[config.mk]
export PLATFORM = sky130hd
export DESIGN_NAME = program_loader_flat
export DESIGN_NICKNAME = d
export VERILOG_FILES = /design/src/rtl/loader_pkg.sv /design/src/rtl/loader_if.sv /design/src/rtl/word_assembler.sv /design/src/rtl/program_loader.sv /design/src/flat_wrapper.sv
export SDC_FILE = /design/constraint.sdc
export NUM_CORES = 1
export LEC_CHECK = 0
export BUFFER_PORTS_ARGS = -buffer_cell sky130_fd_sc_hd__buf_2
export CAP_MARGIN = 20
export CORE_MARGIN = 1
export CORE_UTILIZATION = 50
export CTS_CLUSTER_SIZE = 14
export DETAILED_ROUTE_END_ITERATION = 6
export MAX_ROUTING_LAYER = met4
export PLACE_DENSITY = 0.76
export SLEW_MARGIN = 25
export SYNTH_ARGS = -nofsm -noshare
export SYNTH_HDL_FRONTEND = slang
export SYNTH_SLANG_ARGS = --single-unit
[constraint.sdc]
create_clock -name clock -period 5.6 [get_ports clock]
set_input_delay 0 -clock clock [delete_from_list [all_inputs] [get_ports clock]]
set_output_delay 0 -clock clock [all_outputs]
set_load 0.05 [all_outputs]
[src/rtl/loader_pkg.sv]
// Shared constants and types for the program loader: stream widths and FSM state codes.
package loader_pkg;

    localparam int unsigned LOADER_ADR_WIDTH = 16;
    localparam int unsigned LOADER_BYTE_W    = 8;
    localparam int unsigned LOADER_WORD_W    = 32;
    localparam int unsigned LOADER_CNT_W     = 16;
    localparam int unsigned LOADER_STATE_W   = 3;

    localparam logic [LOADER_STATE_W-1:0] ST_CNT_HI = 3'd0;
    localparam logic [LOADER_STATE_W-1:0] ST_CNT_LO = 3'd1;
    localparam logic [LOADER_STATE_W-1:0] ST_DATA   = 3'd2;
    localparam logic [LOADER_STATE_W-1:0] ST_WRITE  = 3'd3;
    localparam logic [LOADER_STATE_W-1:0] ST_CHECK  = 3'd4;
    localparam logic [LOADER_STATE_W-1:0] ST_DONE   = 3'd5;
    localparam logic [LOADER_STATE_W-1:0] ST_ERROR  = 3'd6;

    typedef logic [LOADER_BYTE_W-1:0]  stream_byte_t;
    typedef logic [LOADER_WORD_W-1:0]  pm_word_t;
    typedef logic [LOADER_CNT_W-1:0]   word_cnt_t;
    typedef logic [LOADER_STATE_W-1:0] loader_state_t;

    // States in which the loader accepts a stream byte
    function automatic logic is_ready_state(input loader_state_t st);
        return (st == ST_CNT_HI) || (st == ST_CNT_LO) || (st == ST_DATA) || (st == ST_CHECK);
    endfunction

endpackage

[src/rtl/loader_if.sv]
// Byte-stream input, program-memory write port and status lines of the program loader.
interface loader_if #(
    parameter int unsigned ADR_WIDTH = loader_pkg::LOADER_ADR_WIDTH
);
    loader_pkg::stream_byte_t byte_data;
    logic                     byte_valid;
    logic                     byte_ready;
    logic                     start;
    logic [ADR_WIDTH-1:0]     pm_wadr;
    loader_pkg::pm_word_t     pm_wdata;
    logic                     pm_wenable;
    logic                     cpu_hold;
    logic                     done;
    logic                     error;

    modport master (
        output byte_data, byte_valid, start,
        input  byte_ready, pm_wadr, pm_wdata, pm_wenable, cpu_hold, done, error
    );

    modport slave (
        input  byte_data, byte_valid, start,
        output byte_ready, pm_wadr, pm_wdata, pm_wenable, cpu_hold, done, error
    );
endinterface

[src/rtl/word_assembler.sv]
// Shifts stream bytes MSB-first into a 32-bit word; flags the 4th byte of each word.
module word_assembler
    import loader_pkg::*;
(
    input  logic         clock,
    input  logic         reset_n,
    input  logic         clear,
    input  logic         shift_en,
    input  stream_byte_t byte_in,
    output pm_word_t     word,
    output logic         word_ready_c
);

    logic [1:0] byte_cnt;

    always_ff @(posedge clock or negedge reset_n) begin
        if (!reset_n) begin
            word     <= '0;
            byte_cnt <= '0;
        end else if (clear) begin
            word     <= '0;
            byte_cnt <= '0;
        end else if (shift_en) begin
            word     <= {word[LOADER_WORD_W-LOADER_BYTE_W-1:0], byte_in};
            byte_cnt <= byte_cnt + 2'd1;
        end
    end

    assign word_ready_c = shift_en && (byte_cnt == 2'd3);

endmodule

[src/rtl/program_loader.sv]
// Loads a counted word image from a byte stream into program memory while holding the CPU.
// Optional trailing XOR checksum byte when LOADER_CHECKSUM_EN is defined.
module program_loader
    import loader_pkg::*;
#(
    parameter int unsigned ADR_WIDTH = LOADER_ADR_WIDTH
) (
    input logic     clock,
    input logic     reset_n,
    loader_if.slave lif
);

`ifdef LOADER_CHECKSUM_EN
    localparam loader_state_t ST_LAST = ST_CHECK;
`else
    localparam loader_state_t ST_LAST = ST_DONE;
`endif

    loader_state_t        state, state_nxt;
    logic [ADR_WIDTH-1:0] adr, adr_nxt;
    word_cnt_t            wcnt, wcnt_nxt;
    word_cnt_t            n_words, n_words_nxt;
    logic                 ready_q, hold_q, done_q, wen_q;
    logic                 xfer_c, asm_en_c, clear_c, word_ready_c;
    pm_word_t             asm_word;

    assign xfer_c   = lif.byte_valid && ready_q;
    assign asm_en_c = xfer_c && (state == ST_DATA);

    word_assembler u_asm (
        .clock        (clock),
        .reset_n      (reset_n),
        .clear        (clear_c),
        .shift_en     (asm_en_c),
        .byte_in      (lif.byte_data),
        .word         (asm_word),
        .word_ready_c (word_ready_c)
    );

`ifdef LOADER_CHECKSUM_EN
    stream_byte_t csum;
    logic         err_q;

    // Running XOR of data bytes only; count bytes never reach the assembler
    always_ff @(posedge clock or negedge reset_n) begin
        if (!reset_n)      csum <= '0;
        else if (clear_c)  csum <= '0;
        else if (asm_en_c) csum <= csum ^ lif.byte_data;
    end

    always_ff @(posedge clock or negedge reset_n) begin
        if (!reset_n) err_q <= 1'b0;
        else          err_q <= (state_nxt == ST_ERROR);
    end

    assign lif.error = err_q;
`else
    assign lif.error = 1'b0;
`endif

    always_ff @(posedge clock or negedge reset_n) begin
        if (!reset_n) begin
            state   <= ST_CNT_HI;
            adr     <= '0;
            wcnt    <= '0;
            n_words <= '0;
        end else begin
            state   <= state_nxt;
            adr     <= adr_nxt;
            wcnt    <= wcnt_nxt;
            n_words <= n_words_nxt;
        end
    end

    always_comb begin
        state_nxt   = state;
        adr_nxt     = adr;
        wcnt_nxt    = wcnt;
        n_words_nxt = n_words;
        clear_c     = 1'b0;
        case (state)
            ST_CNT_HI: if (xfer_c) begin
                n_words_nxt = {lif.byte_data, LOADER_BYTE_W'(0)};
                state_nxt   = ST_CNT_LO;
            end
            ST_CNT_LO: if (xfer_c) begin
                n_words_nxt = {n_words[LOADER_CNT_W-1:LOADER_BYTE_W], lif.byte_data};
                state_nxt   = (n_words_nxt == '0) ? ST_LAST : ST_DATA;
            end
            ST_DATA: if (word_ready_c) state_nxt = ST_WRITE;
            ST_WRITE: begin
                adr_nxt   = adr + ADR_WIDTH'(1);
                wcnt_nxt  = wcnt + LOADER_CNT_W'(1);
                state_nxt = (wcnt_nxt == n_words) ? ST_LAST : ST_DATA;
            end
`ifdef LOADER_CHECKSUM_EN
            ST_CHECK: if (xfer_c) begin
                state_nxt = (lif.byte_data == csum) ? ST_DONE : ST_ERROR;
            end
            ST_DONE, ST_ERROR:
`else
            ST_DONE:
`endif
            if (lif.start) begin
                state_nxt = ST_CNT_HI;
                adr_nxt   = '0;
                wcnt_nxt  = '0;
                clear_c   = 1'b1;
            end
            default: state_nxt = ST_CNT_HI;
        endcase
    end

    // Status outputs registered from the next state so they line up with the state register
    always_ff @(posedge clock or negedge reset_n) begin
        if (!reset_n) begin
            ready_q <= 1'b1;
            hold_q  <= 1'b1;
            done_q  <= 1'b0;
            wen_q   <= 1'b0;
        end else begin
            ready_q <= is_ready_state(state_nxt);
            hold_q  <= (state_nxt != ST_DONE);
            done_q  <= (state_nxt == ST_DONE);
            wen_q   <= (state_nxt == ST_WRITE);
        end
    end

    assign lif.byte_ready = ready_q;
    assign lif.cpu_hold   = hold_q;
    assign lif.done       = done_q;
    assign lif.pm_wenable = wen_q;
    assign lif.pm_wadr    = adr;
    assign lif.pm_wdata   = asm_word;

endmodule

[src/flat_wrapper.sv]
// flat-port wrapper written by rule: the top's interface ports become plain ports
module program_loader_flat import loader_pkg::*;
#(
    parameter int unsigned ADR_WIDTH = LOADER_ADR_WIDTH
)
  (clock, reset_n, lif_byte_data, lif_byte_valid, lif_start, lif_byte_ready, lif_pm_wadr, lif_pm_wdata, lif_pm_wenable, lif_cpu_hold, lif_done, lif_error);
  loader_if #(.ADR_WIDTH(ADR_WIDTH)) lif_i ();
  input logic clock;
  input logic reset_n;
  input wire logic [$bits(lif_i.byte_data)-1:0] lif_byte_data;
  input wire logic [$bits(lif_i.byte_valid)-1:0] lif_byte_valid;
  input wire logic [$bits(lif_i.start)-1:0] lif_start;
  output wire logic [$bits(lif_i.byte_ready)-1:0] lif_byte_ready;
  output wire logic [$bits(lif_i.pm_wadr)-1:0] lif_pm_wadr;
  output wire logic [$bits(lif_i.pm_wdata)-1:0] lif_pm_wdata;
  output wire logic [$bits(lif_i.pm_wenable)-1:0] lif_pm_wenable;
  output wire logic [$bits(lif_i.cpu_hold)-1:0] lif_cpu_hold;
  output wire logic [$bits(lif_i.done)-1:0] lif_done;
  output wire logic [$bits(lif_i.error)-1:0] lif_error;
  assign lif_i.byte_data = lif_byte_data;
  assign lif_i.byte_valid = lif_byte_valid;
  assign lif_i.start = lif_start;
  assign lif_byte_ready = lif_i.byte_ready;
  assign lif_pm_wadr = lif_i.pm_wadr;
  assign lif_pm_wdata = lif_i.pm_wdata;
  assign lif_pm_wenable = lif_i.pm_wenable;
  assign lif_cpu_hold = lif_i.cpu_hold;
  assign lif_done = lif_i.done;
  assign lif_error = lif_i.error;
  program_loader #(.ADR_WIDTH(ADR_WIDTH)) u_core (.clock(clock), .reset_n(reset_n), .lif(lif_i));
endmodule
### After elaboration in Yosys (flattened, before gate mapping)

Index checks and enable logic that the tools add are counted.

| cells by class | value |
|---|---|
| add/subtract/negate cells | 3 |
| equality and inequality tests | 15 |
| muxes and demuxes | 19 |
| bitwise gates (word level) | 1 |
| reductions and logical operators | 15 |

Operators with widths:

| operator | count |
|---|---|
| one-hot mux 16 bit (2 select lines) | 3 |
| two-way mux 32 bit | 2 |
| adder 16 x 1 -> 16 bit (second input constant) | 2 |
| two-way mux 16 bit | 2 |
| two-way mux 3 bit | 6 |
| == test 16 bit | 1 |
| zero test 16 bit | 1 |
| one-hot mux 3 bit (5 select lines) | 1 |
| == test 3 x 2 -> 1 bit (second input constant) | 4 |
| == test 3 bit (second input constant) | 3 |
| two-way mux 8 bit | 1 |
| == test 3 x 1 -> 1 bit (second input constant) | 2 |
| zero test 3 bit | 2 |
| AND reduction 3 bit | 2 |
| nonzero test 2 bit | 3 |
| two-way mux 2 bit | 2 |
| != test 2 x 1 -> 1 bit (second input constant) | 2 |
| logical AND 1 bit | 3 |
| logical OR 1 bit | 3 |
| != test 3 bit (second input constant) | 1 |
| adder 2 x 1 -> 2 bit (second input constant) | 1 |
| == test 2 bit (second input constant) | 1 |
| two-way mux 1 bit | 2 |
| != test 2 bit (second input constant) | 1 |
| 2 further kinds | 2 |

| word-level totals | value |
|---|---|
| register bits | 89 |
| input port bits | 12 |
| word-level logic and storage cells | 64 |

### Depth between registers and ports, before layout

| depth | value |
|---|---|
| depth after elaboration | 9 |
| gate-level depth with buffers | 8 |

### Hierarchy

A second synthesis with hierarchy kept.

| second synthesis, totals | value |
|---|---|
| cell total of the unflattened synthesis | 438 |
| area, all modules | 4,453.0 µm² |

Modules (own cells, without submodules):

| module | times used | cells an instance | area each (µm²) |
|---|---|---|---|
| program_loader | 1 | 326 | 3,025.4 |
| word_assembler | 1 | 112 | 1,427.6 |

### Worst setup path after synthesis

OpenSTA, ideal clock, no wires.

| timing path | value |
|---|---|
| kind | reg2reg |
| from | register u_core.ready_q (netlist: u_core.lif.byte_ready) |
| to | register u_core.n_words[10] |
| arrival | 1.935 ns |
| path slack | 3.540 ns |
| stages on the path, launching flop included | 6 |
| buffers on the path | 1 |
| period minus slack after synthesis | 2.060 ns |
| cells stage by stage | dfstp_2 nand2_1 or3_1 clkbuf_1 nor2_2 mux2_2 |

| on the way | value |
|---|---|
| word-level cells in the longest chain between the ends | 2 |

RTL lines:

| what | RTL line | RTL |
|---|---|---|
| start, declared | program_loader.sv:23 | `logic ready_q, hold_q, done_q, wen_q;` |
| start signal, assigned | program_loader.sv:122 | `ready_q <= is_ready_state(state_nxt);` |
| logical AND 1 bit | program_loader.sv:27 | `assign xfer_c = lif.byte_valid && ready_q;` |
| AND reduction 3 bit (no line) | n/a |  |
| end signal, assigned | program_loader.sv:71 | `n_words <= n_words_nxt;` |
| end, declared | program_loader.sv:22 | `word_cnt_t n_words, n_words_nxt;` |

No other way between the ends.
A chain may end at the register's enable or synchronous reset.

### Worst setup path in the final report

| timing path | value |
|---|---|
| from | register u_core.state[0] |
| to | register u_core.adr[15] (netlist: u_core.lif.pm_wadr[15]) |

| on the way | value |
|---|---|
| word-level cells in the longest chain between the ends | 3 |
| elaborated cells between the ends (all ways) | 6 |
| classes of those cells | eq/ne (3); mux (1); reduce/logical (2) |

RTL lines:

| what | RTL line | RTL |
|---|---|---|
| start, declared | program_loader.sv:19 | `loader_state_t state, state_nxt;` |
| start signal, assigned | program_loader.sv:68 | `state <= state_nxt;` |
| == test 3 bit / == test 3 x 2 -> 1 bit (equally long branches) | program_loader.sv:81 | `case (state)` |
| != test 2 bit (no line) / nonzero test 2 bit (equally long branches) | n/a |  |
| AND reduction 2 bit (no line) | n/a |  |
| end signal, assigned | program_loader.sv:69 | `adr <= adr_nxt;` |
| end, declared | program_loader.sv:20 | `logic [ADR_WIDTH-1:0] adr, adr_nxt;` |

Several ways; a longest one is shown, not always the timed one.

==> metrics.yaml <==
run_status:
  outcome: "finished, final reports clean"
sta:
  setup_tns_ns: 0
  slew-limit-headroom_pct: 34.0
  skew_ns: 0.0125
  fin_crit_ns: 2.90
  drv_slew: 0
  final_hold_viol_count: 0
  timing.fmax_mhz: 344
  fin_crit_sh_pct: 51.8
  tightestPinTransition_ns: 0.987
  grt_setup_unrepaired: "false"
  setup_viol: 0
floorplanning:
  ioPinCount: 65
  die_x_um: 96.1
  die_y_um: 96.1
  rows: 33
  start_util_pct: 52.8
  dieArea_um2: 9240
  core_area_um2: 8380
drt:
  first_iter_violations: 137
  drc: 0
  ant_nets: 0
  viasPerCell: 5.58
  routedWlPerCell_um: 14.9
  vias: 3574
  drt_wl_total_mm: 9.52
  first_pass_iters: 4
logic_synthesis:
  yosys.cell_types.count: 59
  synth_nets: 489
  synth_edf_count: 0
  synth_top_area_share_pct: 49.2
  ys_seq_area_share_pct: 50.4
  synth_top_family_by_area: "simple AND/OR/NAND/NOR gates"
  syn_avg_cell_area_um2: 9.34
  synthMuxAreaShare_pct: 2.49
  synth_warnings: 0
  ys_seq_elements: 89
  synthArstFlopShare_pct: 100
  synth-simple-area-share_pct: 22.1
  synthAdderAreaFrac_pct: 0.848
  synth_xor_area_share_pct: 7.12
  synth-main-ff-cell: "dfrtp_1"
  synth_cells: 474
  synth-compound-area-share_pct: 13.0
  syn_area_um2: 4430
  synth_top_cell_by_area: "dfrtp_1"
  synthTopCellsByArea: "dfrtp_1 49%, nand2_1 9.4%, o21ai_0 6.0%"
critical_path:
  required_ns: 5.85
  critPathKind: "flop to flop"
  cp_data_arrival_time_ns: 3.15
  crit_path_end_kind: "flop"
  setup.worst_path.start_class: "flop"
  worst-path-max-fanout: 37
clocking:
  clock_sinks: 89
  htree_levels: 3
  clk_pin_slew_ns: 0.10
  clkLatencyLatePin_ns: 0.37
  root_buffer: "clkbuf_8"
  cts_hold_buf: 9
  post_cts_buffers: 0
  ctsResizeCount: 0
  numCtsBuffers: 9
  cts_tree: "yes"
  cts_buffer_depth: 2
cells_and_area:
  drive_above_1_share_pct: 20.1
  stdcell_count: 641
  diodes: 0
  areaGrowthSynthToFinish_pct: 13.3
  nNetsFinal: 546
  nFillCells: 747
hold_path:
  hold_path_class: "input port to flop"
pwr:
  vdd_ir_drop_max_uv: 411
  leakage_nw: 2.32
  p_per_area_nw_per_um2: 566
grt:
  grt.overflow.total: 0
  grt_pass1_vias: 3315
  antenna_found_initial: 0
  grt_max_degree: 69
  grt_pass1_wl_mm: 16.1
  grtUsageTotal_pct: 23.5
placed_design:
  dpl.cell_count: 616
  gp_congestion: 0.868
  io_buffer_count: 63
  hpwl_mm: 6.69
flow_run:
  cap_violations: 0
## layer usage
metal  part of all wire, %  vias to the layer above  GRT usage [%]  wire [um]
li1                      -                     1741              -          -
met1                    46                     1717           32.1       4400
met2                    47                       97           34.6       4510
met3                   4.9                       19           4.58        467
met4                   1.5                        0           9.08        146
met5                     0                        -              -          0
## cells by family after synthesis
logic type	Yosys count
xor+xnor	36
simple gates	207
buf+inv	34
flops	89
other cells	1
mux	10
fa+ha+maj	3
compound gates	94
## synthesized netlist by cell type (all sizes together) (9+ instances only)
library cell and instances:
xnor2 16, buf 11, xor2 20, nand3 14
clkbuf 17, nor4 9, nand4 10, o21ai 59
dfrtp 87, nor2 29, nand2 111
## power by group
part | total [W] | switching [W] | internal (W)
sequential | 0.00111 | 0.000258 | 0.000854
combinational | 0.00131 | 0.000928 | 0.000378
clock | 0.000419 | 0.000250 | 0.000169
total | 0.00284 | 0.00144 | 0.00140
## flip-flops by register name, summed over array words and instances (netlist names), 2 cells and up
| signal | count |
|---|---|
| u_core.u_asm.word | 32 |
| u_core.lif.pm_wadr | 16 |
| u_core.n_words | 16 |
| u_core.wcnt | 16 |
| u_core.state | 3 |
| u_core.u_asm.byte_cnt | 2 |
## metrics by stage
stage | utilization, % | power (W) | worst slack, ns | instance area, um2 | hold slack, ns
6_report | 59.8 | 0.00284 | 2.70 | 5010 | 0.0694
5_1_grt | 59.8 | 0.00303 | 2.31 | 5010 | 0.0950
4_1_cts | 59.8 | 0.00285 | 2.68 | 5010 | 0.0724
3_5_place_dp | 56.6 | 0.00242 | 2.70 | 4740 | 0.0223
3_3_place_gp | 56.6 | 0.00238 | 2.81 | 4740 | 0.00928
2_1_floorplan | - | 0.00214 | 3.54 | 4430 | -0.296
## critical path, cell delays in order, from the launching register on
cell and delay [ns]:
dfrtp_1 0.69, nand4b_2 0.90, a211oi_2 0.57, and3_1 0.30, nand3_1 0.12, xor2_1 0.15, nor2_1 0.06
## final timing paths
kind	from	to	slack, ns	cells after the start
worst max-delay path	u_core.state[0]$_DFF_PN0_	u_core.lif.pm_wadr[15]$_DFFE_PN0P_	2.70	6
worst min-delay path	lif_start	u_core.wcnt[2]$_DFFE_PN0P_	0.07	4
worst max register to register	u_core.state[0]$_DFF_PN0_	u_core.lif.pm_wadr[15]$_DFFE_PN0P_	2.70	6
worst min register to register	u_core.u_asm.byte_cnt[0]$_DFFE_PN0P_	u_core.u_asm.byte_cnt[0]$_DFFE_PN0P_	0.50	1
max in group asynchronous	reset_n	u_core.u_asm.word[1]$_DFFE_PN0P_	4.48	3
min in group asynchronous	reset_n	u_core.wcnt[7]$_DFFE_PN0P_	0.13	2
## layout by cell type (no fill, tap or decap), types with 2 or more instances in the layout
cell type      instances
a31oi_1                4
or3_1                  3
inv_6                  3
nor3_1                 5
buf_4                  3
buf_2                 62
nor4_1                 8
o31ai_1                4
a22o_1                 2
and2_1                 3
nand3_2                2
a21oi_1                6
xor2_1                20
a311oi_1               2
or2_1                  2
clkbuf_8               9
a211oi_1               2
xnor2_1               16
nor2b_1                6
dfstp_2                2
and3_1                 7
a211oi_2               2
mux2i_1                2
mux2_2                 8
nand3_1               12
nand4_1                9
ha_1                   3
dlygate4sd3_1          9
o21ai_0               53
inv_1                  5
o21ai_1                6
dfrtp_1               87
nand2_1              111
nor2_1                27
## area by class of cell
| cell class | instances | area (um2) | share of cell area [%] |
|---|---|---|---|
| Clock inverter | 7 | 58.8 | 1.17 |
| Timing Repair Buffer | 74 | 423 | 8.43 |
| Inverter | 6 | 22.5 | 0.449 |
| Sequential cell | 89 | 2230 | 44.5 |
| Multi-Input combinational cell | 351 | 2030 | 40.4 |
| Clock buffer | 9 | 124 | 2.47 |
| Tap cell | 105 | 131 | 2.62 |
(Power assumes the default switching activity.)
